`src/rtl/vend_pkg.sv`:
```
// Shared types and constants for the vending command sequencer.
package vend_pkg;

    localparam int CREDIT_W = 7;
    typedef logic [CREDIT_W-1:0] credit_t;

    typedef enum logic [1:0] {
        IDLE,
        VEND,
        CHANGE
    } state_t;

    localparam logic [7:0] CMD_COIN_1 = 8'h31;
    localparam logic [7:0] CMD_COIN_5 = 8'h35;
    localparam logic [7:0] CMD_SEL_A  = 8'h41;
    localparam logic [7:0] CMD_SEL_D  = 8'h44;
    localparam logic [7:0] CMD_ABORT  = 8'h61;
    localparam logic [7:0] CMD_CANCEL = 8'h63;

    localparam int unsigned PRICE_0_DEF    = 5;
    localparam int unsigned PRICE_1_DEF    = 10;
    localparam int unsigned PRICE_2_DEF    = 15;
    localparam int unsigned PRICE_3_DEF    = 20;
    localparam int unsigned MAX_CREDIT_DEF = 99;

endpackage

```
`src/rtl/vend_interval_timer.sv`:
```
// Free-running interval counter: counts 0..LIMIT-1 while enabled, clear forces 0.
module vend_interval_timer #(
    parameter int          WIDTH = 32,
    parameter int unsigned LIMIT = 4
) (
    input  logic clk,
    input  logic rst_n,
    input  logic clear,
    input  logic enable,
    output logic tc
);

    logic [WIDTH-1:0] count;

    assign tc = (count == WIDTH'(LIMIT - 1));

    always_ff @(posedge clk) begin
        if (!rst_n) begin
            count <= '0;
        end else if (clear) begin
            count <= '0;
        end else if (enable) begin
            count <= tc ? '0 : count + WIDTH'(1);
        end
    end

endmodule

```
`src/rtl/vend_ctrl.sv`:
```
// Vending session sequencer: decodes UART command bytes, keeps credit,
// and drives dispense / change / error pulses.
module vend_ctrl
    import vend_pkg::*;
#(
    parameter int unsigned CLK_FREQ          = 100_000_000,
    parameter int unsigned PRICE_0           = PRICE_0_DEF,
    parameter int unsigned PRICE_1           = PRICE_1_DEF,
    parameter int unsigned PRICE_2           = PRICE_2_DEF,
    parameter int unsigned PRICE_3           = PRICE_3_DEF,
    parameter int unsigned MAX_CREDIT        = MAX_CREDIT_DEF,
    parameter int unsigned COIN_PULSE_CYCLES = CLK_FREQ / 10,
    parameter int unsigned TIMEOUT_CYCLES    = CLK_FREQ * 30
) (
    input  logic                clk,
    input  logic                rst_n,
    input  logic                rx_valid,
    input  logic [7:0]          rx_data,
    output logic [CREDIT_W-1:0] credit,
    output logic                busy,
    output logic                vend_pulse,
    output logic [1:0]          vend_item,
    output logic                change_pulse,
    output logic                err_pulse
);

    state_t        state, state_next;
    credit_t       credit_next, coin_val, price;
    logic [7:0]    coin_sum;
    logic [1:0]    sel_idx, vend_item_next;
    logic          is_coin, is_sel, coin_ok, sel_ok;
    logic          chg_tc, idle_tc, idle_en, timeout;
    logic          busy_next, vend_next, change_next, err_next;

    vend_interval_timer #(.WIDTH(32), .LIMIT(COIN_PULSE_CYCLES)) u_change_timer (
        .clk    (clk),
        .rst_n  (rst_n),
        .clear  (state != CHANGE),
        .enable (state == CHANGE),
        .tc     (chg_tc)
    );

    // Idle timer only runs in IDLE with credit and a silent receiver.
    assign idle_en = (state == IDLE) && (credit != '0) && !rx_valid;
    assign timeout = idle_en && idle_tc;

    vend_interval_timer #(.WIDTH(32), .LIMIT(TIMEOUT_CYCLES)) u_idle_timer (
        .clk    (clk),
        .rst_n  (rst_n),
        .clear  (!idle_en),
        .enable (idle_en),
        .tc     (idle_tc)
    );

    always_comb begin
        is_coin  = (rx_data == CMD_COIN_1) || (rx_data == CMD_COIN_5);
        coin_val = (rx_data == CMD_COIN_5) ? credit_t'(5) : credit_t'(1);
        coin_sum = {1'b0, credit} + {1'b0, coin_val};
        coin_ok  = (coin_sum <= 8'(MAX_CREDIT));
        is_sel   = (rx_data >= CMD_SEL_A) && (rx_data <= CMD_SEL_D);
        sel_idx  = 2'(rx_data - CMD_SEL_A);
        case (sel_idx)
            2'd0:    price = credit_t'(PRICE_0);
            2'd1:    price = credit_t'(PRICE_1);
            2'd2:    price = credit_t'(PRICE_2);
            default: price = credit_t'(PRICE_3);
        endcase
        sel_ok = (credit >= price);
    end

    always_ff @(posedge clk) begin
        if (!rst_n) begin
            state        <= IDLE;
            credit       <= '0;
            busy         <= 1'b0;
            vend_pulse   <= 1'b0;
            vend_item    <= 2'd0;
            change_pulse <= 1'b0;
            err_pulse    <= 1'b0;
        end else begin
            state        <= state_next;
            credit       <= credit_next;
            busy         <= busy_next;
            vend_pulse   <= vend_next;
            vend_item    <= vend_item_next;
            change_pulse <= change_next;
            err_pulse    <= err_next;
        end
    end

    always_comb begin
        state_next  = state;
        credit_next = credit;
        case (state)
            IDLE: begin
                if (rx_valid) begin
                    if (is_coin) begin
                        if (coin_ok) credit_next = coin_sum[CREDIT_W-1:0];
                    end else if (is_sel) begin
                        if (sel_ok) begin
                            state_next  = VEND;
                            credit_next = credit - price;
                        end
                    end else if (rx_data == CMD_CANCEL) begin
                        if (credit != '0) state_next = CHANGE;
                    end else if (rx_data == CMD_ABORT) begin
                        credit_next = '0;
                    end
                end else if (timeout) begin
                    state_next = CHANGE;
                end
            end
            VEND: state_next = (credit != '0) ? CHANGE : IDLE;
            CHANGE: begin
                // change_pulse marks the interval-start cycle; the unit leaves at its edge.
                if (change_pulse) begin
                    credit_next = credit - credit_t'(1);
                    if (credit == credit_t'(1)) state_next = IDLE;
                end
            end
            default: state_next = IDLE;
        endcase
    end

    always_comb begin
        err_next = 1'b0;
        if (rx_valid) begin
            if (state != IDLE)                err_next = 1'b1;
            else if (is_coin)                 err_next = !coin_ok;
            else if (is_sel)                  err_next = !sel_ok;
            else if (rx_data == CMD_CANCEL)   err_next = (credit == '0);
            else if (rx_data == CMD_ABORT)    err_next = 1'b0;
            else                              err_next = 1'b1;
        end
        vend_next      = (state == IDLE) && (state_next == VEND);
        vend_item_next = vend_next ? sel_idx : vend_item;
        change_next    = (state_next == CHANGE) && ((state != CHANGE) || chg_tc);
        busy_next      = (state_next != IDLE);
    end

endmodule

```
`config.mk`:
```
export PLATFORM = sky130hd
export DESIGN_NAME = vend_ctrl
export DESIGN_NICKNAME = d
export VERILOG_FILES = /design/src/rtl/vend_pkg.sv /design/src/rtl/vend_interval_timer.sv /design/src/rtl/vend_ctrl.sv
export SDC_FILE = /design/constraint.sdc
export NUM_CORES = 1
export LEC_CHECK = 0
export CAP_MARGIN = 5
export CORE_MARGIN = 2
export CORE_UTILIZATION = 30
export CTS_BUF_LIST = sky130_fd_sc_hd__clkbuf_16
export DETAILED_ROUTE_END_ITERATION = 10
export GPL_TIMING_DRIVEN = 1
export PLACE_DENSITY = 0.52
export SYNTH_ARGS = -nofsm -noshare
export SYNTH_HDL_FRONTEND = slang
export SYNTH_SLANG_ARGS = --single-unit
```
`constraint.sdc`:
```
create_clock -name clk -period 7.85 [get_ports clk]
set_clock_uncertainty 0.15 [all_clocks]
set_input_delay 0.785 -clock clk [delete_from_list [all_inputs] [get_ports clk]]
set_output_delay 0.785 -clock clk [all_outputs]
set_load 0.01 [all_outputs]
```
-- Word-level counts from Yosys, hierarchy flattened
Cells that the tools add are included.
- word-level logic and storage cells: 91
- bits of input ports: 11
- output and inout bits: 13
- register bits: 79
- bitwise gates (word level): 2
- order comparisons: 4
- add/sub/neg operators: 6
- equality and inequality tests: 20
- mux-type cells: 28
- reductions and logical operators: 22
- operators by type and width (kind ; number):
    32-bit by 1-bit adder with 32-bit output (second input constant) ; 2
    7-bit two-way mux ; 8
    32-bit by 24-bit equality test with 1-bit output (second input constant) ; 1
    32-bit equality test (second input constant) ; 1
    32-bit two-way mux ; 1
    2-bit two-way mux ; 10
    8-bit by 6-bit equality test with 1-bit output (second input constant) ; 2
    8-bit by 7-bit equality test with 1-bit output (second input constant) ; 2
    8-bit by 7-bit less-or-equal comparator with 1-bit output (second input constant) ; 2
    5-bit one-hot mux with 3 select lines ; 1
    7-bit one-hot mux with 2 select lines ; 1
    7-bit by 3-bit adder with 8-bit output ; 1
    8-bit by 7-bit >= comparator with 1-bit output (second input constant) ; 1
    4-bit inequality test (second input constant) ; 2
    7-bit by 1-bit equality test with 1-bit output (second input constant) ; 1
    7-bit >= comparator ; 1
    7-bit logical NOT ; 1
    7-bit AND reduction ; 1
    7-bit nonzero test ; 1
    7-bit by 1-bit subtractor with 7-bit output (second input constant) ; 1
    7-bit subtractor ; 1
    2-bit by 1-bit equality test with 1-bit output (second input constant) ; 3
    2-bit equality test (second input constant) ; 3
    1-bit logical AND ; 6
    other kinds (15) ; 28

-- Longest topological paths before layout
- depth in word-level cells: 11
- depth in mapped cells: 16
- depth with buffers taken out: 13

-- By module
Synthesis repeated with hierarchy kept, for this count alone.
- cells, all modules: 559
- area, all modules: 4769.6 sq um
- modules (own cells, without submodules) (module ; sequential area each (sq um) ; instances ; cells an instance ; area each (sq um)):
    vend_ctrl ; 300.3 ; 1 ; 197 ; 1594.0
    vend_interval_timer at u_change_timer ; 640.6 ; 1 ; 184 ; 1589.0
    vend_interval_timer at u_idle_timer ; 640.6 ; 1 ; 178 ; 1586.5

-- Worst setup path before layout
Ideal clock, no wire load.
- path type: in2reg
- start point: in rx_data[1]
- end point: reg credit[5]
- path buffers: 3
- setup slack: 3.987 ns
- required time: 7.585 ns
- stages: 16
- arrival time: 3.598 ns
- setup time: 0.115 ns
- cell sequence: inv_1 -> ha_1 -> nand2_1 -> or3_1 -> buf_6 -> nor2_1 -> ha_1 -> clkbuf_1 -> a31o_2 -> nor4_1 -> nor3_1 -> o21a_4 -> o41ai_4 -> buf_6 -> nor3_1 -> o21a_1
- longest elaborated chain between the ends: 9
- elaborated cells on any way between the ends: 29
- those cells by class: add/sub: 3; order compare: 4; eq/ne: 10; mux: 8; reduce/logical: 4
- RTL lines (item ; RTL line ; RTL):
    start, declared ; vend_ctrl.sv:18 ; input logic [7:0] rx_data,
    2-bit by 1-bit subtractor with 2-bit output ; vend_ctrl.sv:61 ; sel_idx = 2'(rx_data - CMD_SEL_A);
    2-bit equality test (tied with other cells) ; vend_ctrl.sv:62 ; case (sel_idx)
    5-bit one-hot mux with 3 select lines ; vend_ctrl.sv:62 ;
    7-bit subtractor ; vend_ctrl.sv:102 ; credit_next = credit - price;
    7-bit two-way mux ; vend_ctrl.sv:100 ; if (sel_ok) begin
    7-bit two-way mux ; vend_ctrl.sv:99 ; end else if (is_sel) begin
    7-bit two-way mux ; vend_ctrl.sv:97 ; if (is_coin) begin
    7-bit two-way mux ; vend_ctrl.sv:96 ; if (rx_valid) begin
    7-bit one-hot mux with 2 select lines ; vend_ctrl.sv:94 ; case (state)
    end signal, assigned ; vend_ctrl.sv:82 ; credit <= credit_next;
    end, declared ; vend_ctrl.sv:19 ; output logic [CREDIT_W-1:0] credit,
Several ways; a longest one is shown, not always the timed one. The select of a mux whose other input is x is not followed.
A chain may end at the register's enable or synchronous reset.

-- Worst setup path in the final report
- start point: in rx_data[1]
- end point: reg credit[6]
Same word-level chain as after synthesis.

==> flow_metrics.tcl <==
set metrics [dict create \
    maxSlewHeadroom_pct 28.5 \
    fmax_mhz 225 \
    nets 557 \
    grt_pass1_vias 3348 \
    dp_hpwl_um 6810 \
    synth_enable_flop_cells 0 \
    rows 43 \
    yosysWarnings 0 \
    cp.required_ns 7.92 \
    vdd_drop_max_uv 152 \
    grtUsageMet3_pct 2.47 \
    finalHoldViolCount 0 \
    arrival_ns 4.52 \
    clock_latency_ns 0.33 \
    yosysTopAreaCellShare_pct 36.8 \
    tns_ns 0 \
    numPortBuffers 23 \
    end_kind "flip-flop" \
    yosys.cell_count.top_type "nor2_1" \
    ios 24 \
    cpMaxStageDelayCell "o41ai_4" \
    grt_usage_pct 13.1 \
    max_stage_delay_ns 0.56 \
    pwr_density_cell_nw_per_um2 173 \
    grt_overflow_total 0 \
    drt-wirelength-per-cell_um 13.1 \
    cts_setup_buffers 0 \
    synthTopCellsByArea "dfxtp_1 37%, nor2_1 9.0%, xor2_1 7.8%, xnor2_1 5.7%, ha_1 4.7%" \
    antenna_found_initial 0 \
    slew_violations 0 \
    place_congestion 0.851 \
    die_area_um2 15300 \
    drtIter0Drc 261 \
    grt_pass1_wl_um 15800 \
    yosys-top-cells-count "103 x nor2_1, 79 x dfxtp_1, 38 x xor2_1" \
    netlist_instances 517 \
    yosysSeqAreaShare_pct 36.8 \
    critPathBufInv 2 \
    die_y_um 124 \
    nFillCells 1434 \
    routed_wl_um 9310 \
    holdCritPathClass "reg2reg" \
    ys_types 59 \
    period_share_pct 56.7 \
    num_antenna_cells 0 \
    first_pass_iters 4 \
    cts_hold_buf 0 \
    timing.final.ws_setup_ns 3.40 \
    ys_ff_latch 79 \
    drive_gt1_share_pct 4.50 \
    grt_start_max_net_pins 33 \
    period_minus_slack_ns 4.45 \
    critical_path.max_fanout 13 \
    drc 0 \
    rsz0062_at_grt "no" \
    crit_family "compound AO/OA/AOI/OAI gates" \
    run_status "finished clean" \
    clock_path_buffers 2 \
    grtUsageMet1_pct 17.7 \
    vias_per_cell 4.93 \
    cts_tree "built" \
    startpoint_type "input port" \
    grtUsageMet2_pct 20.1 \
    area_growth_pct 14.6 \
    via_count 3513 \
    grt.busiest_layer "met2" \
    path_clk_slew_ns 0.06 \
    clock_sinks 79 \
    fp.dieW_um 124 \
    crit_type "in2reg" \
    syn_area_um2 4290 \
    crit_chain "clkdlybuf4s50_1, inv_1, ha_1, nand2_1, or3_1, nor2_1, ha_1, a31o_2, nor4_1, nor3_1, o21a_4, o41ai_4, nor2_1, o221a_2" \
    async_flop_share_pct 0 \
    leakage_nw 1.65 \
    max_cap_violations 0 \
    core_area_um2 13900 \
    synth.largest_area_cell "dfxtp_1" \
    setup-violations-final 0 \
    drtAntennaViolNets 0 \
    syn_nets 545 \
    root_buffer "clkbuf_16" \
    dp_slack_ns 3.08 \
    start_util_pct 30.8 \
    h-tree-depth 3 \
    ys.flop_type "dfxtp_1" \
    cts_resized 0 \
    numCtsBuffers 9 \
    avgSynthCellArea_um2 8.31 \
    worst_slew_pin_slew_ns 1.07 \
]
==> placed cells by master, fill, tap and decap left out, drive strengths merged, types with 7 or more instances in the layout <==
cell type      synthesis  layout
a21oi                 11      11
o21ai                 11      11
ha                    16      16
and3                  21      21
nor3                  12      12
nor2                 103     103
clkbuf                14       9
nand4                  9       9
nor4                   9       9
xor2                  38      38
and2                   7       7
clkdlybuf4s50          0      23
dfxtp                 79      79
nand3                 36      36
inv                   15      16
xnor2                 28      28
nand2                 33      33
==> metal layers <==
layer | up-vias | wire length (µm)
li1 | 1808 | -
met1 | 1641 | 4650
met2 | 53 | 4150
met3 | 11 | 360
met4 | 0 | 153
met5 | - | 0
==> cells by family (layout without fill, tap and decap cells) <==
family                   after synthesis  in the layout  share of synthesized area, %
AO/OA/AOI/OAI                         60             60                          10.9
multiplexers                           1              1                         0.233
flip-flops                            79             79                          36.8
buffers and inverters                 37             53                          4.40
XOR/XNOR                              66             66                          13.5
AND/OR/NAND/NOR                      257            257                          29.1
adder cells (fa/ha/maj)               17             17                          5.13
==> layout make-up <==
type,count,area (µm²),area share (%)
multi-input cells,401,2520,51.3
flip-flops and latches,79,1580,32.1
repair buffers,23,230,4.68
clock buffers,9,225,4.58
well taps,180,225,4.58
clock inverters,6,77.6,1.58
inverters,15,56.3,1.14
==> power by group <==
| part | switching (mW) | internal, mW |
|---|---|---|
| registers | 0.000282 | 0.401 |
| logic | 0.0124 | 0.0110 |
| clock network | 0.152 | 0.273 |
==> flip-flops by register name, indices dropped and copies added, names as in the netlist <==
| signal | count |
|---|---|
| u_change_timer.count | 32 |
| u_idle_timer.count | 32 |
| credit | 7 |
| state | 2 |
| vend_item | 2 |
| busy | 1 |
| change_pulse | 1 |
| err_pulse | 1 |
| vend_pulse | 1 |
==> worst paths after layout <==
kind	end	start	slack, ns	cells after the start
setup / recovery	credit[6]	rx_data[1]	3.40	14
hold reg to reg	u_idle_timer.count[0]	u_idle_timer.count[0]	0.30	1
setup reg to reg	credit[6]	credit[1]	4.78	8
hold / removal	u_idle_timer.count[0]	u_idle_timer.count[0]	0.30	1
==> per-stage QoR <==
stage | hold WS (ns) | cells | cell area, µm² | power (mW) | utilization (%)
finish | 0.297 | 713 | 4920 | 0.850 | 35.3
global route | 0.328 | 713 | 4920 | 0.887 | 35.3
CTS | 0.308 | 713 | 4920 | 0.867 | 35.3
detailed placement | 0.295 | 698 | 4620 | 0.434 | 33.1
global placement | 0.281 | 698 | 4620 | 0.434 | 33.1
floorplan | 0.268 | 517 | 4290 | 0.423 | -
Note: power is estimated with default switching activity, not from simulation.
